--- src/rtl/axis_pkg.sv ---
// Shared AXI-Stream definitions used by the packet FIFO slice.
//   AXIS_DATA_W  default tdata width
//   axis_beat_t  one stored beat, {tlast, tdata}
//   sf_state_e   store-and-forward release state
//   clog2        constant log2 (ceiling) for deriving address widths
package axis_pkg;

    localparam int unsigned AXIS_DATA_W = 32;

    typedef struct packed {
        logic                   tlast;
        logic [AXIS_DATA_W-1:0] tdata;
    } axis_beat_t;

    typedef enum logic {
        ST_IDLE,
        ST_XFER
    } sf_state_e;

    function automatic int unsigned clog2(input int unsigned value);
        int unsigned res;
        res = 0;
        for (int unsigned i = 0; i < 32; i++) begin
            if ((32'd1 << i) < value) begin
                res = i + 1;
            end
        end
        return res;
    endfunction

endpackage

--- src/rtl/axis_fifo_mem.sv ---
// Register-array storage for the packet FIFO.
//   clk      write clock
//   wr_en    write strobe
//   wr_addr  write address
//   wr_data  word to store
//   rd_addr  read address
//   rd_data  word at rd_addr, asynchronous read
// Contents are deliberately not reset.
module axis_fifo_mem
    import axis_pkg::*;
#(
    parameter  int unsigned WIDTH  = AXIS_DATA_W + 1,
    parameter  int unsigned DEPTH  = 32,
    localparam int unsigned ADDR_W = clog2(DEPTH)
) (
    input  logic              clk,
    input  logic              wr_en,
    input  logic [ADDR_W-1:0] wr_addr,
    input  logic [WIDTH-1:0]  wr_data,
    input  logic [ADDR_W-1:0] rd_addr,
    output logic [WIDTH-1:0]  rd_data
);

    logic [WIDTH-1:0] mem_q [DEPTH];

    always_ff @(posedge clk) begin
        if (wr_en) begin
            mem_q[wr_addr] <= wr_data;
        end
    end

    assign rd_data = mem_q[rd_addr];

endmodule

--- src/rtl/axis_pkt_fifo.sv ---
// First-word-fall-through AXI-Stream FIFO that preserves tlast boundaries.
//   clk, reset          single clock, asynchronous active-high reset
//   s_axis_*            upstream slave side (tdata/tvalid/tready/tlast)
//   m_axis_*            downstream master side (tdata/tvalid/tready/tlast)
//   fill_level          stored beats, 0..DEPTH
//   pkt_count           stored tlast beats (complete packets)
// Build option AXIS_PKT_FIFO_STORE_FWD_EN: when defined, the head is only
// released once a whole packet is stored (or the FIFO is full); otherwise
// the FIFO is cut-through.
module axis_pkt_fifo
    import axis_pkg::*;
#(
    parameter  int unsigned DATA_W = AXIS_DATA_W,
    parameter  int unsigned DEPTH  = 32,
    localparam int unsigned ADDR_W = clog2(DEPTH)
) (
    input  logic              clk,
    input  logic              reset,
    input  logic [DATA_W-1:0] s_axis_tdata,
    input  logic              s_axis_tvalid,
    output logic              s_axis_tready,
    input  logic              s_axis_tlast,
    output logic [DATA_W-1:0] m_axis_tdata,
    output logic              m_axis_tvalid,
    input  logic              m_axis_tready,
    output logic              m_axis_tlast,
    output logic [ADDR_W:0]   fill_level,
    output logic [ADDR_W:0]   pkt_count
);

    localparam logic [ADDR_W:0] ONE = (ADDR_W + 1)'(1);

    logic [ADDR_W:0] wr_ptr_q, wr_ptr_d;
    logic [ADDR_W:0] rd_ptr_q, rd_ptr_d;
    logic [ADDR_W:0] fill_q,   fill_d;
    logic [ADDR_W:0] pkt_q,    pkt_d;
    logic            rdy_en_q;

    logic            empty, full, push, pop, head_last;
    logic [DATA_W:0] rd_word;

    assign empty = (wr_ptr_q == rd_ptr_q);
    assign full  = (wr_ptr_q[ADDR_W] != rd_ptr_q[ADDR_W]) &&
                   (wr_ptr_q[ADDR_W-1:0] == rd_ptr_q[ADDR_W-1:0]);

    // tready is held low during reset and for the rest of that cycle; a
    // full FIFO refuses a push even when a pop happens on the same edge.
    assign s_axis_tready = rdy_en_q && !full;
    assign push          = s_axis_tvalid && s_axis_tready;
    assign pop           = m_axis_tvalid && m_axis_tready;

    axis_fifo_mem #(
        .WIDTH (DATA_W + 1),
        .DEPTH (DEPTH)
    ) u_mem (
        .clk     (clk),
        .wr_en   (push),
        .wr_addr (wr_ptr_q[ADDR_W-1:0]),
        .wr_data ({s_axis_tlast, s_axis_tdata}),
        .rd_addr (rd_ptr_q[ADDR_W-1:0]),
        .rd_data (rd_word)
    );

    assign m_axis_tdata = rd_word[DATA_W-1:0];
    assign head_last    = rd_word[DATA_W];
    assign m_axis_tlast = head_last;
    assign fill_level   = fill_q;
    assign pkt_count    = pkt_q;

`ifdef AXIS_PKT_FIFO_STORE_FWD_EN
    sf_state_e state_q, state_d;

    // ST_XFER latches "head of a packet has been offered" so valid cannot
    // be withdrawn mid-packet when pkt_count or full drop during the drain.
    assign m_axis_tvalid = !empty &&
                           ((state_q == ST_XFER) || (pkt_q != '0) || full);

    always_comb begin
        state_d = state_q;
        case (state_q)
            ST_IDLE: if (m_axis_tvalid && !(pop && head_last)) state_d = ST_XFER;
            ST_XFER: if (pop && head_last)                     state_d = ST_IDLE;
            default:                                           state_d = ST_IDLE;
        endcase
    end

    always_ff @(posedge clk or posedge reset) begin
        if (reset) state_q <= ST_IDLE;
        else       state_q <= state_d;
    end
`else
    assign m_axis_tvalid = !empty;
`endif

    always_comb begin
        wr_ptr_d = wr_ptr_q;
        rd_ptr_d = rd_ptr_q;
        fill_d   = fill_q;
        pkt_d    = pkt_q;
        if (push) wr_ptr_d = wr_ptr_q + ONE;
        if (pop)  rd_ptr_d = rd_ptr_q + ONE;
        case ({push, pop})
            2'b10:   fill_d = fill_q + ONE;
            2'b01:   fill_d = fill_q - ONE;
            default: fill_d = fill_q;
        endcase
        case ({push && s_axis_tlast, pop && head_last})
            2'b10:   pkt_d = pkt_q + ONE;
            2'b01:   pkt_d = pkt_q - ONE;
            default: pkt_d = pkt_q;
        endcase
    end

    always_ff @(posedge clk or posedge reset) begin
        if (reset) begin
            wr_ptr_q <= '0;
            rd_ptr_q <= '0;
            fill_q   <= '0;
            pkt_q    <= '0;
            rdy_en_q <= 1'b0;
        end else begin
            wr_ptr_q <= wr_ptr_d;
            rd_ptr_q <= rd_ptr_d;
            fill_q   <= fill_d;
            pkt_q    <= pkt_d;
            rdy_en_q <= 1'b1;
        end
    end

endmodule
--- config.mk ---
export PLATFORM = sky130hd
export DESIGN_NAME = axis_pkt_fifo
export DESIGN_NICKNAME = d
export VERILOG_FILES = /design/src/rtl/axis_pkg.sv /design/src/rtl/axis_fifo_mem.sv /design/src/rtl/axis_pkt_fifo.sv
export SDC_FILE = /design/constraint.sdc
export NUM_CORES = 1
export LEC_CHECK = 0
export ABC_AREA = 1
export CORE_MARGIN = 1
export CORE_UTILIZATION = 60
export CTS_CLUSTER_DIAMETER = 200
export DETAILED_ROUTE_END_ITERATION = 10
export GPL_TIMING_DRIVEN = 1
export HOLD_SLACK_MARGIN = 0.05
export PLACE_DENSITY = 0.75
export SETUP_SLACK_MARGIN = 0.15
export SYNTH_ARGS = -nofsm -noshare
export SYNTH_HDL_FRONTEND = slang
export SYNTH_SLANG_ARGS = --single-unit
--- constraint.sdc ---
create_clock -name clk -period 6.69 [get_ports clk]
set_input_delay 1.338 -clock clk [delete_from_list [all_inputs] [get_ports clk]]
set_output_delay 1.338 -clock clk [all_outputs]
set_load 0.01 [all_outputs]
==> impl_metrics.env, run 1 <==
export IMPL_cts_setup_buffers=0
export IMPL_synth_compound_area_share_pct=5.24
export IMPL_clk_path_buf_depth=3
export IMPL_overflow=0
export IMPL_synth_cells=3768
export IMPL_synth_edf_count=1056
export IMPL_antenna_found_initial=4
export IMPL_fmax_mhz=183
export IMPL_syn_to_final_growth_pct=12.1
export IMPL_antenna_left=0
export IMPL_synth_simple_gate_area_share_pct=17.4
export IMPL_grt_total_usage_pct=31.2
export IMPL_htree_levels=3
export IMPL_setup_viol=0
export IMPL_clock_latency_ps=680
export IMPL_syn_nets=3822
export IMPL_setup_ws_ps=1240
export IMPL_grt_util_met2_pct=48.9
export IMPL_post_cts_resized=0
export IMPL_vias=29600
export IMPL_arrival_ps=4110
export IMPL_grt_use_met1_pct=44.7
export IMPL_postSynthAreaPerCell_um2=11.7
export IMPL_final_common_cell="edfxtp_1"
export IMPL_start_kind="register"
export IMPL_drt_pass1_iter_count=6
export IMPL_layout_cells_non_filler=4844
export IMPL_drtIter0Drc=4560
export IMPL_clkTransAtPathRegs_ps=60
export IMPL_yosysWarnings=0
export IMPL_outcome="completed"
export IMPL_synth_top_family_by_area="simple AND/OR/NAND/NOR gates"
export IMPL_synth_seq_area_share_pct=73.3
export IMPL_wl_per_cell_um=24.1
export IMPL_cts_tree="built"
export IMPL_nets=3846
export IMPL_synthArstFlopShare_pct=2.31
export IMPL_intPower_mw=13.3
export IMPL_crit_required_ps=5350
export IMPL_ys_types=32
export IMPL_place_ws_ps=1930
export IMPL_cap_viol_max_count=0
export IMPL_drc=0
export IMPL_place_congestion=0.809
export IMPL_crit_fanout=146
export IMPL_finalCriticalPeriod_ps=5450
export IMPL_final_cell_mix="edfxtp_1 (1056), nand2_1 (730), nor2_1 (685)"
export IMPL_relSlewSlack_pct=3.74
export IMPL_dp_hpwl_mm=59.5
export IMPL_die_w_um=273
export IMPL_final_cell_area_mm2=0.0495
export IMPL_critical_path_endpoint_type="output port"
export IMPL_pin_count=84
export IMPL_final_layout_size_suffix_gt1_share_pct=7.06
export IMPL_peakVddDrop_mv=0.372
export IMPL_synth_seq_cells=1081
export IMPL_power_switching_mw=7.41
export IMPL_hold_class="register to register"
export IMPL_slew_violations=0
export IMPL_synth_mux_area_share_pct=0
export IMPL_synth_xor_area_share_pct=0.278
export IMPL_fin_util_pct=67.9
export IMPL_die_area_mm2=0.0746
export IMPL_clock_skew_ps=24.5
export IMPL_clkPwrFrac_pct=29.1
export IMPL_ctsHoldBuffers=0
export IMPL_nFillCells=5025
export IMPL_p_comb_share_pct=32.8
export IMPL_top_usage_layer="met2"
export IMPL_ys_flop_type="edfxtp_1"
export IMPL_whs_ps=520
export IMPL_synth_fa_ha_area_share_pct=0.516
export IMPL_grt_pass1_vias=27500
export IMPL_path_class="register to output port"
export IMPL_worst_pin_slew_ps=1440
export IMPL_netlist_area_mm2=0.0441
export IMPL_routed_via_density=6.12
export IMPL_start_util_pct=60.6
export IMPL_use_met3_pct=5.04
export IMPL_seq_power_share_pct=38.0
export IMPL_grt_pass1_wl_mm=172
export IMPL_hold_violations=0
export IMPL_setup_tns_ps=0
export IMPL_cts_root_buffer="clkbuf_16"
export IMPL_swShare_pct=35.7
export IMPL_fp_coreArea_mm2=0.0728
export IMPL_io_buffers=83
export IMPL_clkSinkCount=1081
export IMPL_wirelength_mm=117
export IMPL_fin_crit_sh_pct=81.5
export IMPL_leakagePower_nw=17.4
export IMPL_rsz0062_at_grt="false"
export IMPL_grt_max_degree=205
export IMPL_placed_cells=4642
export IMPL_cts_made_buffers=107
export IMPL_finalPower_mw=20.7
export IMPL_placed_area_mm2=0.0459
export IMPL_fp_row_count=99
export IMPL_die_h_um=273
export IMPL_powerDensity_mw_per_mm2=419
## registers in the layout, summed over array words and instances (netlist names)
register     count
wr_ptr_q         6
rdy_en_q         1
u_mem.mem_q   1056
rd_ptr_q         6
fill_level       6
pkt_count        6
## cells in the mapped netlist, types with 3 or more instances
cell type,n,area (µm²)
buf_2,101,505
nor2_1,718,2700
buf_1,14,52.6
buf_4,37,278
or2_2,4,25.0
clkbuf_1,75,282
xor2_1,9,78.8
buf_6,5,56.3
edfxtp_1,1056,31700
nand4_1,8,50.1
nand2_1,730,2740
nor3_1,3,15.0
nand3_1,419,2100
xnor2_1,5,43.8
ha_1,15,188
inv_1,69,259
dfrtp_1,25,626
o21ai_0,333,1670
a21oi_1,69,345
o21ai_1,55,275
inv_2,4,15.0
## layout make-up
type                       instances  area [µm²]  area share [%]
sequential                      1081       32300            65.4
clock inverter                    66         657            1.33
tap                              959        1200            2.43
timing repair buffer             147        1460            2.96
multi-input combinational       2381       10600            21.4
clock buffer                     134        2880            5.83
inverter                          74         297           0.600
antenna                            2        5.00          0.0101
## worst paths after layout
check | from | end | slack [ps] | cells after the start
max in group asynchronous | reset | rd_ptr_q[0] | 4700 | 2
worst max-delay path | rd_ptr_q[1] | m_axis_tdata[26] | 1240 | 10
worst min-delay path | fill_level[3] | fill_level[3] | 520 | 2
worst min register to register | fill_level[3] | fill_level[3] | 520 | 2
worst max register to register | rd_ptr_q[1] | u_mem.mem_q[23][4] | 1810 | 7
min in group asynchronous | reset | wr_ptr_q[4] | 1220 | 2
## power groups by stage
stage / registers (mW) / clock network [mW] / logic, mW
final: 7.89 / 6.04 / 6.81
after global routing: 7.90 / 6.31 / 7.44
after CTS: 7.88 / 6.06 / 6.73
after detailed placement: 8.02 / 0 / 6.67
after global placement: 8.01 / 0 / 6.57
after floorplan: 7.87 / 0 / 4.51
## critical path, stage by stage (launching register included)
cell and delay [ps]:
dfrtp_4 780, inv_8 890, buf_4 530, nand3_1 130, nand3_1 110, nand2_1 70
a21oi_1 160, nand2_1 90, nand2_1 110, inv_1 50, clkdlybuf4s50_1 470
## routing by layer
metal  share of wire, %  wire length [µm]
met4                3.5              4030
met2                 47             54600
met1                 38             44600
met5                  0                 0
met3                 12             13500
## cells by family after synthesis
group | after synthesis
and+or+nand+nor | 1888
DFF | 1081
AOI/OAI and AO/OA | 461
buffers and inverters | 306
adders and majority gates | 17
xor gates and xnor gates | 14
other | 1
Power figures use the tool's default switching activity.
==> run 2, diff against run 1 <==
Settings changed: CORE_UTILIZATION 60 to 56, PLACE_DENSITY 0.75 to 0.74.
Clock period 6.69 ns to 5 ns, I/O delays scaled along.
==> impl_metrics.env, run 2 (synthesis gave the netlist of run 1 again) <==
export IMPL_finalCriticalPeriod_ps=4710
export IMPL_critical_path_endpoint_type="output port"
export IMPL_antenna_found_initial=7
export IMPL_start_kind="register"
export IMPL_drc=0
export IMPL_worst_pin_slew_ps=1260
export IMPL_ctsHoldBuffers=0
export IMPL_antenna_left=0
export IMPL_drtIter0Drc=4146
export IMPL_peakVddDrop_mv=0.524
export IMPL_outcome="completed"
export IMPL_relSlewSlack_pct=15.7
export IMPL_place_congestion=0.819
export IMPL_grt_total_usage_pct=29.0
export IMPL_slowest_stage="dfrtp_4"
export IMPL_grt_max_degree=133
export IMPL_final_layout_size_suffix_gt1_share_pct=7.57
export IMPL_start_util_pct=56.8
export IMPL_cts_tree="built"
export IMPL_vias=29400
export IMPL_arrival_ps=3710
export IMPL_grt_pass1_vias=28200
export IMPL_overflow=0
export IMPL_path_class="register to output port"
export IMPL_grt_pass1_wl_mm=171
export IMPL_clk_path_buf_depth=3
export IMPL_drt_pass1_iter_count=6
export IMPL_clkSinkCount=1081
export IMPL_leakagePower_nw=17.5
export IMPL_syn_to_final_growth_pct=12.8
export IMPL_critical_path_most_common_cell="nand2_1"
export IMPL_crit_fanout=42
export IMPL_top_register="u_mem.mem_q"
export IMPL_clock_skew_ps=24.4
export IMPL_layout_cells_non_filler=4939
export IMPL_fmax_mhz=212
export IMPL_rsz0062_at_grt="false"
export IMPL_die_h_um=283
export IMPL_largest_reg_flops=1056
export IMPL_cp_cell_sequence="nand2_1 > clkinv_2 > buf_12 > nand3_1 > nand2_1 > a21oi_1 > nand2_1 > nand2_1 > inv_1 > clkdlybuf4s50_1"
export IMPL_die_w_um=283
export IMPL_final_common_cell="edfxtp_1"
export IMPL_io_buffers=83
export IMPL_wirelength_mm=114
export IMPL_setup_viol=0
export IMPL_hold_class="register to register"
export IMPL_cts_made_buffers=107
export IMPL_pin_count=84
export IMPL_wl_per_cell_um=23.1
export IMPL_clock_latency_ps=680
export IMPL_rrSetupSlack_ps=1000
export IMPL_slew_violations=0
export IMPL_crit_required_ps=4000
export IMPL_dp_hpwl_mm=58.9
export IMPL_cap_viol_max_count=0
export IMPL_die_area_mm2=0.0799
export IMPL_clkTransAtPathRegs_ps=60
export IMPL_htree_levels=3
export IMPL_fp_coreArea_mm2=0.0777
export IMPL_nets=3859
export IMPL_powerDensity_mw_per_mm2=555
export IMPL_fp_row_count=102
export IMPL_placed_cells=4736
export IMPL_cts_root_buffer="clkbuf_16"
export IMPL_routed_via_density=5.95
export IMPL_slowest_delay_ps=720
export IMPL_fin_crit_sh_pct=94.2
export IMPL_hold_violations=0
export IMPL_setup_tns_ps=0
export IMPL_nFillCells=5498
export IMPL_final_cell_mix="edfxtp_1 (1056), nand2_1 (730), nor2_1 (685)"
## run 2: changes by cell type in the layout (fill, tap and decap cells not counted), moves of 2 or more
cell	before	now
buf_12	12	25
clkinv_2	23	32
clkbuf_1	20	13
clkinvlp_4	4	9
bufinv_16	12	10
clkinv_1	23	21
clkinv_4	2	0
clkinv_8	3	1
diode_2	2	4
## run 2: metal layers
layer | wire length (µm) | GRT usage, %
met2 | 54300 | 46.6
met5 | 0 | 0
met1 | 43800 | 39.8
met3 | 11300 | 4.36
met4 | 4750 | 12.3
## run 2: critical path: cells and delay by family (launching register included)
| family | cells | cell delay, ps |
|---|---|---|
| AOI/OAI and AO/OA | 1 | 150 |
| buffers and inverters | 4 | 1370 |
| DFF | 1 | 720 |
| and+or+nand+nor | 5 | 690 |
## run 2: per-stage QoR
| step | hold WS (ps) | setup slack (ps) | instance area [µm²] | utilization (%) | power (mW) |
|---|---|---|---|---|---|
| 6_report | 517 | 289 | 49800 | 64.1 | 27.7 |
| 5_1_grt | 568 | 167 | 49800 | 64.1 | 29.0 |
| 4_1_cts | 521 | 368 | 49800 | 64.1 | 27.6 |
| 3_5_place_dp | 503 | 1080 | 46300 | 59.5 | 19.7 |
| 3_3_place_gp | 495 | 1110 | 46300 | 59.5 | 19.6 |
| 2_1_floorplan | 503 | 1530 | 44100 | - | 16.6 |
## run 2: report_power, final
| part | leakage (nW) | internal (mW) | switching [mW] |
|---|---|---|---|
| combinational | 5.96 | 3.00 | 6.15 |
| clock | 1.72 | 4.60 | 3.37 |
| sequential | 9.81 | 10.2 | 0.292 |
| total | 17.5 | 17.8 | 9.81 |
## run 2: final timing paths
kind,startpoint,end,cells past startpoint
setup / recovery,rd_ptr_q[2],m_axis_tdata[14],10
hold / removal,pkt_count[3],pkt_count[3],2
setup reg to reg,rd_ptr_q[2],fill_level[3],16
hold reg to reg,pkt_count[3],pkt_count[3],2
max in group asynchronous,reset,rd_ptr_q[1],2
min in group asynchronous,reset,fill_level[5],2
## run 2: repair_timing
item,in CTS,in global routing
resized for setup,0,1
setup endpoints to repair,0,1
buffers inserted,0,0
## run 2: layout make-up
cell class	count	area, µm²	share of cell area (%)
Tap cell	1040	1300	2.61
Sequential cell	1081	32300	65.0
Inverter	74	297	0.595
Timing Repair Buffer	160	1730	3.46
Multi-Input combinational cell	2381	10600	21.3
Antenna cell	4	10.0	0.0201
Clock inverter	72	647	1.30
Clock buffer	127	2870	5.76
